$ cat src/rtl/mac_accumulator_pkg.sv
// Shared types and constants for the saturating multiply-accumulate stage.
package mac_accumulator_pkg;

    localparam int W_DEF     = 16;
    localparam int CNT_W_DEF = 8;

    typedef enum logic [1:0] {
        ST_IDLE = 2'd0,
        ST_ACC  = 2'd1,
        ST_DONE = 2'd2
    } state_t;

    localparam logic [15:0] SAT_MAX = 16'h7FFF;
    localparam logic [15:0] SAT_MIN = 16'h8000;

endpackage

$ cat src/rtl/mac_accumulator_if.sv
// Control, product-input and result-output handshakes of the accumulator.
interface mac_accumulator_if #(
    parameter int W     = 16,
    parameter int CNT_W = 8
);
    logic             start;
    logic [CNT_W-1:0] len;
    logic             busy;
    logic             in_valid;
    logic [W-1:0]     in_data;
    logic             in_ready;
    logic             out_valid;
    logic [W-1:0]     out_data;
    logic             out_sat;
    logic             out_ready;

    modport master (
        output start, len, in_valid, in_data, out_ready,
        input  busy, in_ready, out_valid, out_data, out_sat
    );

    modport slave (
        input  start, len, in_valid, in_data, out_ready,
        output busy, in_ready, out_valid, out_data, out_sat
    );
endinterface

$ cat src/rtl/mac_accumulator_sat_add16.sv
// Two's-complement add that clamps to the signed rails instead of wrapping.
module sat_add16 #(
    parameter int W = 16
) (
    input  logic [W-1:0] a,
    input  logic [W-1:0] b,
    output logic [W-1:0] sum,
    output logic         sat
);
    logic [W:0] wide;

    assign wide = {a[W-1], a} + {b[W-1], b};

    // Top two bits of the extended sum disagree only on overflow.
    always_comb begin
        sum = wide[W-1:0];
        sat = 1'b0;
        if (wide[W:W-1] == 2'b01) begin
            sum = {1'b0, {(W-1){1'b1}}};
            sat = 1'b1;
        end else if (wide[W:W-1] == 2'b10) begin
            sum = {1'b1, {(W-1){1'b0}}};
            sat = 1'b1;
        end
    end
endmodule

$ cat src/rtl/mac_accumulator.sv
// Sums a programmed count of signed products into a saturating accumulator
// and hands the result, with a sticky saturation flag, to the consumer.
module mac_accumulator
    import mac_accumulator_pkg::*;
#(
    parameter int W     = W_DEF,
    parameter int CNT_W = CNT_W_DEF
) (
    input  logic              clk,
    input  logic              rst_n,
    mac_accumulator_if.slave  bus
);
    state_t           state, state_nxt;
    logic [W-1:0]     acc;
    logic [CNT_W-1:0] remaining;
    logic             sat;
    logic [W-1:0]     add_sum;
    logic             add_sat;
    logic             in_hs;

    assign in_hs = (state == ST_ACC) && bus.in_valid;

    sat_add16 #(.W(W)) u_add (
        .a   (acc),
        .b   (bus.in_data),
        .sum (add_sum),
        .sat (add_sat)
    );

    always_ff @(posedge clk or negedge rst_n) begin
        if (!rst_n) state <= ST_IDLE;
        else        state <= state_nxt;
    end

    always_comb begin
        state_nxt = state;
        case (state)
            ST_IDLE: if (bus.start)
                         state_nxt = (bus.len == '0) ? ST_DONE : ST_ACC;
            ST_ACC:  if (in_hs && remaining == CNT_W'(1))
                         state_nxt = ST_DONE;
            ST_DONE: if (bus.out_ready)
                         state_nxt = ST_IDLE;
            default: state_nxt = ST_IDLE;
        endcase
    end

    always_ff @(posedge clk or negedge rst_n) begin
        if (!rst_n) begin
            acc       <= '0;
            remaining <= '0;
            sat       <= 1'b0;
        end else if (state == ST_IDLE && bus.start) begin
            acc       <= '0;
            remaining <= bus.len;
            sat       <= 1'b0;
        end else if (in_hs) begin
            acc       <= add_sum;
            remaining <= remaining - CNT_W'(1);
            sat       <= sat | add_sat;
        end
    end

    // Result bus is forced to zero outside DONE so stale sums never leak out.
    assign bus.busy      = (state != ST_IDLE);
    assign bus.in_ready  = (state == ST_ACC);
    assign bus.out_valid = (state == ST_DONE);
    assign bus.out_data  = (state == ST_DONE) ? acc : '0;
    assign bus.out_sat   = (state == ST_DONE) && sat;
endmodule
$ cat src/flat_wrapper.sv
// flat-port wrapper written by rule: the top's interface ports become plain ports
module mac_accumulator_flat import mac_accumulator_pkg::*;
#(
    parameter int W     = W_DEF,
    parameter int CNT_W = CNT_W_DEF
)
  (clk, rst_n, bus_start, bus_len, bus_in_valid, bus_in_data, bus_out_ready, bus_busy, bus_in_ready, bus_out_valid, bus_out_data, bus_out_sat);
  mac_accumulator_if #(.W(W), .CNT_W(CNT_W)) bus_i ();
  input  logic clk;
  input  logic rst_n;
  input wire logic [$bits(bus_i.start)-1:0] bus_start;
  input wire logic [$bits(bus_i.len)-1:0] bus_len;
  input wire logic [$bits(bus_i.in_valid)-1:0] bus_in_valid;
  input wire logic [$bits(bus_i.in_data)-1:0] bus_in_data;
  input wire logic [$bits(bus_i.out_ready)-1:0] bus_out_ready;
  output wire logic [$bits(bus_i.busy)-1:0] bus_busy;
  output wire logic [$bits(bus_i.in_ready)-1:0] bus_in_ready;
  output wire logic [$bits(bus_i.out_valid)-1:0] bus_out_valid;
  output wire logic [$bits(bus_i.out_data)-1:0] bus_out_data;
  output wire logic [$bits(bus_i.out_sat)-1:0] bus_out_sat;
  assign bus_i.start = bus_start;
  assign bus_i.len = bus_len;
  assign bus_i.in_valid = bus_in_valid;
  assign bus_i.in_data = bus_in_data;
  assign bus_i.out_ready = bus_out_ready;
  assign bus_busy = bus_i.busy;
  assign bus_in_ready = bus_i.in_ready;
  assign bus_out_valid = bus_i.out_valid;
  assign bus_out_data = bus_i.out_data;
  assign bus_out_sat = bus_i.out_sat;
  mac_accumulator #(.W(W), .CNT_W(CNT_W)) u_core (.clk(clk), .rst_n(rst_n), .bus(bus_i));
endmodule
$ cat config.mk
export PLATFORM = sky130hd
export DESIGN_NAME = mac_accumulator_flat
export DESIGN_NICKNAME = d
export VERILOG_FILES = /design/src/rtl/mac_accumulator_pkg.sv /design/src/rtl/mac_accumulator_if.sv /design/src/rtl/mac_accumulator_sat_add16.sv /design/src/rtl/mac_accumulator.sv /design/src/flat_wrapper.sv
export SDC_FILE = /design/constraint.sdc
export NUM_CORES = 1
export LEC_CHECK = 0
export CORE_MARGIN = 1
export CORE_UTILIZATION = 30
export CTS_CLUSTER_SIZE = 14
export DETAILED_ROUTE_END_ITERATION = 12
export PLACE_DENSITY_LB_ADDON = 0.05
export SKIP_LAST_GASP = 1
export SLEW_MARGIN = 20
export SYNTH_ARGS = -nofsm -noshare
export SYNTH_HDL_FRONTEND = slang
export SYNTH_HIERARCHICAL = 1
export SYNTH_SLANG_ARGS = --single-unit
export TNS_END_PERCENT = 5
$ cat constraint.sdc
create_clock -name clk -period 3.38 [get_ports clk]
set_clock_uncertainty 0.1 [all_clocks]
set_input_delay 0.845 -clock clk [delete_from_list [all_inputs] [get_ports clk]]
set_output_delay 0.845 -clock clk [all_outputs]
set_load 0.05 [all_outputs]
# [After elaboration in Yosys (flattened, before gate mapping)]
# Cells that the tools add are included.
[word_totals] reg_bits=27 latchBits=0 ram_bits=0 romBits=0 memories=0
[op_classes] n_addsub=2 n_mul=0 div=0 n_lt_le_gt_ge=0 n_eq_ne=8 shift=0 muxes=16 n_bitwise=1 n_reduce_logical=9
[op_table] operator="16-bit 2-to-1 mux" n=5
[op_table] operator="16-bit by 16-bit adder with 17-bit output" n=1
[op_table] operator="8-bit 2-to-1 mux" n=2
[op_table] operator="8-bit by 1-bit == test with 1-bit output (second input constant)" n=1
[op_table] operator="8-bit zero test" n=1
[op_table] operator="2-bit 2-to-1 mux" n=4
[op_table] operator="8-bit by 1-bit subtractor with 8-bit output (second input constant)" n=1
[op_table] operator="2-bit one-hot mux with 3 select lines" n=1
[op_table] operator="2-bit by 1-bit == test with 1-bit output (second input constant)" n=2
[op_table] operator="2-bit == test (second input constant)" n=2
[op_table] operator="1-bit logical AND" n=4
[op_table] operator="1-bit 2-to-1 mux" n=4
[op_table] operator="2-bit inequality test (second input constant)" n=2
[op_table] operator="2-bit nonzero test" n=2
[op_table] operator="3-bit AND reduction" n=1
[op_table] operator="2-bit zero test" n=1
[op_table] operator="2-bit by 1-bit inequality test with 1-bit output (second input constant)" n=1
[op_table] operator="1-bit OR" n=1

# [Depth between registers and ports, before layout]
[depth] ltp_word=7 depth_mapped=14

# [By module]
# The synthesis kept the hierarchy.
[by_module_without_submodules] module="mac_accumulator" n_inst=1 cells_each=129 area_per_inst_um2=1362.6 seq_area_each_um2=675.6
[by_module_without_submodules] module="sat_add16" n_inst=1 cells_each=158 area_per_inst_um2=1116.1 seq_area_each_um2=0.0

# [Worst setup path before layout]
# OpenSTA, ideal clock, no wires.
[synth_path] path_kind="input port to flip-flop" start="in bus_in_data[4]" end="reg u_core.acc[9]" setup_ps=121 arrival_time_ps=3110 setup_slack_ps=49 stages=12 n_path_buf=1 path_cell_list="ha_1 > a21oi_1 > and2_1 > a31oi_4 > a211o_1 > nand3_1 > ha_1 > clkbuf_1 > nor2_1 > a21oi_1 > nand3b_1 > a22o_1"
[synth_between] elab_chain_cells=6 word_cells_on_any_way=7 cone_classes="add/sub (1); eq/ne (2); mux (4)"
[synth_lines] item="start, declared" line_no="flat_wrapper.sv:14" rtl="input wire logic [$bits(bus_i.in_data)-1:0] bus_in_data;"
[synth_lines] item="16-bit by 16-bit adder with 17-bit output *" line_no="mac_accumulator_sat_add16.sv:12" rtl="assign wide = {a[W-1], a} + {b[W-1], b};"
[synth_lines] item="2-bit == test" line_no="mac_accumulator_sat_add16.sv:21" rtl="end else if (wide[W:W-1] == 2'b10) begin"
[synth_lines] item="16-bit 2-to-1 mux" line_no="mac_accumulator_sat_add16.sv:21"
[synth_lines] item="16-bit 2-to-1 mux *" line_no="mac_accumulator_sat_add16.sv:18" rtl="if (wide[W:W-1] == 2'b01) begin"
[synth_lines] item="named net u_core.add_sum[9]" line_no="mac_accumulator.sv:17" rtl="logic [W-1:0] add_sum;"
[synth_lines] item="16-bit 2-to-1 mux *" line_no="mac_accumulator.sv:57" rtl="end else if (in_hs) begin"
[synth_lines] item="16-bit 2-to-1 mux *" line_no="mac_accumulator.sv:53" rtl="end else if (state == ST_IDLE && bus.start) begin"
[synth_lines] item="end signal, assigned" line_no="mac_accumulator.sv:58" rtl="acc <= add_sum;"
[synth_lines] item="end, declared" line_no="mac_accumulator.sv:14" rtl="logic [W-1:0] acc;"
# The timed path passes the listed nets; every way through them passes the cells marked *. The select of a mux whose other input is x is not followed.
# A chain may end at the register's enable or synchronous reset.

# [Worst setup path in the final report]
[layout_path] start="in bus_in_data[11]" end="reg u_core.acc[14]"
# Same word-level chain as after synthesis.

==> results by group <==
Synth
  – Mapped Cells: about 290
  – Largest cells by area after synthesis: dfrtp_1 (27%), ha_1 (11%), a22o_1 (5.7%), and2_1 (5.0%), a21oi_1 (3.6%)
  – Post-synth EDFFs: 0
  – Avg Inst Size Synth: approximately 8.6 um2
  – Fraction of registers with async set or reset after synthesis: 1.00
  – Synthesized cell area: roughly 2500 um2
  – Ys flop type: dfrtp_1
  – Register area share after synthesis: 0.273
  – Most frequent cell after synthesis: dfrtp_1
  – Synth top area share: 0.273
  – Yosys reg bits: 27
  – Synth top cells by count: dfrtp_1 (27), ha_1 (21), and2_1 (20)
  – Yosys top cell by area: dfrtp_1
  – Number of library cell types mapped by synthesis: 64
  – Syn nets: roughly 340
  – Synthesis warning total: 6

Drt
  – Final WL: 7.75 mm
  – DRT antenna net count: 0
  – Via count: between 2k and 3k
  – DR vias/cell: 5.21
  – DRC: 0
  – Pre-Repair DR Iteration Count: 4
  – Initial DRC Count: 96
  – DR WL/cell: 15.8 um

Global routing
  – First-pass GRT wire length: about 12 mm
  – Total global routing track utilization: 0.184
  – Initial antenna violation count: 0
  – Gr ovfl total: 0
  – Largest net degree at the start of global routing: 28
  – Vias in the first global route: ~2.5k

Power and ir drop
  – Net switching power: 1470 uW
  – Leakage Power: between 0.0015 and 0.002 uW
  – Sw Ratio: 0.474
  – Seq pwr share: 0.200
  – Int Pwr: around 1600 uW
  – Cell area power density: approximately 830 nW/um2
  – Tot Pwr: between 3000 and 4000 uW
  – Peak supply drop: about 0.35 mV
  – Gate power share: 0.740
  – Clk pwr share: 0.060

Critical path
  – WP data arrival: 3.33 ns
  – Worst setup EP type: flip-flop
  – Critical path data required time: 3.45 ns
  – Crit Path Category: in -> reg
  – Critical Path Most Common Cell: and2_1
  – Buf+Inv Stages, Crit Path: 2
  – Critical Path, Cell by Cell: clkdlybuf4s50_1 > ha_1 > and2_1 > and2_1 > a211o_1 > and3_4 > ha_4 > buf_4 > a311oi_2 > nand3_1 > a22o_1
  – Critical path's top delay family: compound AO/OA/AOI/OAI gates
  – Crit path max-delay cell type: clkdlybuf4s50_1
  – Crit path max fanout: 8
  – Critical Path Max Stage Delay: around 0.4 ns
  – Crit path launch type: input port

Place
  – IO buf count: between 40 and 50
  – GPL Wtd Cong: 0.837
  – Detailed-placement wirelength estimate: roughly 6 mm
  – Area after DPL: between 3000 and 4000 um2

Final layout
  – Filler cells: around 810
  – Share of layout cells above drive strength 1: 0.323
  – Area grow syn2layout: 50.1%
  – Final Instance Area: approximately 3700 um2
  – Final nets: between 400 and 500
  – # diodes: 0

Timing
  – Final Cycle Share: 0.967
  – Tmin final: 3.27 ns
  – Max transition margin: 0.672
  – Final setup TNS: 0 ns
  – Final hold slack: roughly 0.43 ns
  – Tightest Pin Transition: 0.491 ns
  – RSZ-0062 raised after global routing: false
  – Final setup violation count: 0
  – Final hold violation count: 0
  – Slew Limit Fails: 0
  – Maximum clock rate: between 300 and 400 MHz

Clock tree
  – CTS tree: built
  – Longest Clk Path Bufs: 2
  – Skew-Pair Late Insertion Delay: roughly 0.28 ns
  – Clock slew seen by the registers of the worst setup and hold paths: approximately 0.090 ns
  – CTS buffer count: 3
  – CTS root buffer: clkbuf_8
  – Max H-tree Level: 1
  – # hold bufs at CTS: 0
  – Clock Sinks: 27

Floorplanning
  – Initial core utilization: 0.316
  – Die Y: 92.9 um
  – Core ar.: just under 8000 um2
  – I/O pin count: 49
  – Rows: 32
  – Die ar.: 8630 um2
  – Die extent in x: a little over 90 um

Flow run
  – Max-cap violations: 0

Hold path
  – Worst Hold Class: reg -> reg

Run status
  – Status: finished clean
-- logic make-up (layout without fill, tap and decap cells) --
| kind of cell | after synthesis | in the layout | share of synthesized area |
|---|---|---|---|
| and+or+nand+nor | 108 | 108 | 0.247 |
| AOI/OAI and AO/OA | 104 | 104 | 0.306 |
| DFF | 27 | 27 | 0.273 |
| adders and majority gates | 22 | 22 | 0.114 |
| buffers and inverters | 20 | 120 | 0.0389 |
| xor gates and xnor gates | 6 | 6 | 0.0212 |
-- per-layer routing --
| layer | wire (um) | vias up | global-route usage |
|---|---|---|---|
| met2 | 3630 | 51 | 0.316 |
| li1 | - | 1285 | - |
| met1 | 3750 | 1204 | 0.247 |
| met5 | 0 | - | 0 |
| met4 | 87 | 0 | 0.0359 |
| met3 | 287 | 6 | 0.0238 |
-- per-stage QoR --
stage / cells / worst slack, ns / util
floorplan: 287 / 0.0494 / -
global route: 489 / 0.00236 / 0.474
global placement: 481 / -0.553 / 0.431
CTS: 488 / -0.0289 / 0.452
detailed placement: 481 / -0.606 / 0.431
finish: 489 / 0.112 / 0.474
-- state kept, by name, indices dropped and copies added, names as in the netlist --
signal	count
u_core/acc	16
u_core/remaining	8
u_core/state	2
u_core/sat	1
-- worst paths after layout --
kind | endpoint | cells after the start | start | slack (ns)
max | u_core/acc[14] | 11 | bus_in_data[11] | 0.11
min | u_core/sat | 2 | u_core/sat | 0.43
max reg2reg | u_core/acc[10] | 13 | u_core/acc[0] | 0.50
min reg2reg | u_core/sat | 2 | u_core/sat | 0.43
max in group asynchronous | u_core/remaining[3] | 2 | rst_n | 2.08
min in group asynchronous | u_core/acc[4] | 2 | rst_n | 0.83
-- power by group through the flow --
stage / clock, uW / sequential (uW) / combinational [uW]
floorplan: 0 / 538 / 1360
global placement: 0 / 619 / 2030
detailed placement: 0 / 616 / 2030
CTS: 200 / 610 / 2180
global route: 209 / 644 / 2510
finish: 187 / 619 / 2290
-- layout make-up --
| cell class | instances | area (um2) | area share |
|---|---|---|---|
| Sequential cell | 27 | 676 | 0.182 |
| Timing Repair Buffer | 105 | 882 | 0.237 |
| Inverter | 11 | 41.3 | 0.0111 |
| Multi-Input combinational cell | 240 | 1950 | 0.523 |
| Tap cell | 102 | 128 | 0.0343 |
| Clock buffer | 3 | 41.3 | 0.0111 |
| Clock inverter | 1 | 5.00 | 0.00135 |
-- worst reg2reg max path: cells and delay by family (launching register included) --
| family | cells | cell delay [ns] |
|---|---|---|
| DFF | 1 | 0.41 |
| AOI/OAI and AO/OA | 5 | 0.92 |
| adders and majority gates | 3 | 0.75 |
| and+or+nand+nor | 3 | 0.43 |
| buffers and inverters | 2 | 0.19 |
-- cell usage in the layout (no fill, tap or decap), drive strengths merged, types with 4 or more instances in the layout --
| cell type | n |
|---|---|
| a21o | 5 |
| a21oi | 21 |
| a22o | 16 |
| and2 | 20 |
| buf | 74 |
| clkbuf | 4 |
| clkdlybuf4s50 | 23 |
| dfrtp | 27 |
| dlymetal6s2s | 6 |
| ha | 21 |
| inv | 11 |
| nand2 | 20 |
| nand3 | 9 |
| nand3b | 5 |
| nor2 | 16 |
| nor2b | 6 |
| nor3 | 9 |
| nor4 | 5 |
| o211ai | 6 |
| o21a | 5 |
| o21ai | 25 |
| or2 | 4 |
-- what timing repair did --
| item | in CTS | in global routing |
|---|---|---|
| gates resized for setup | 24 | 34 |
| setup buffers | 3 | 2 |
| pin swaps | 7 | 13 |
| setup endpoints to repair | 16 | 15 |
Power figures use the tool's default switching activity.
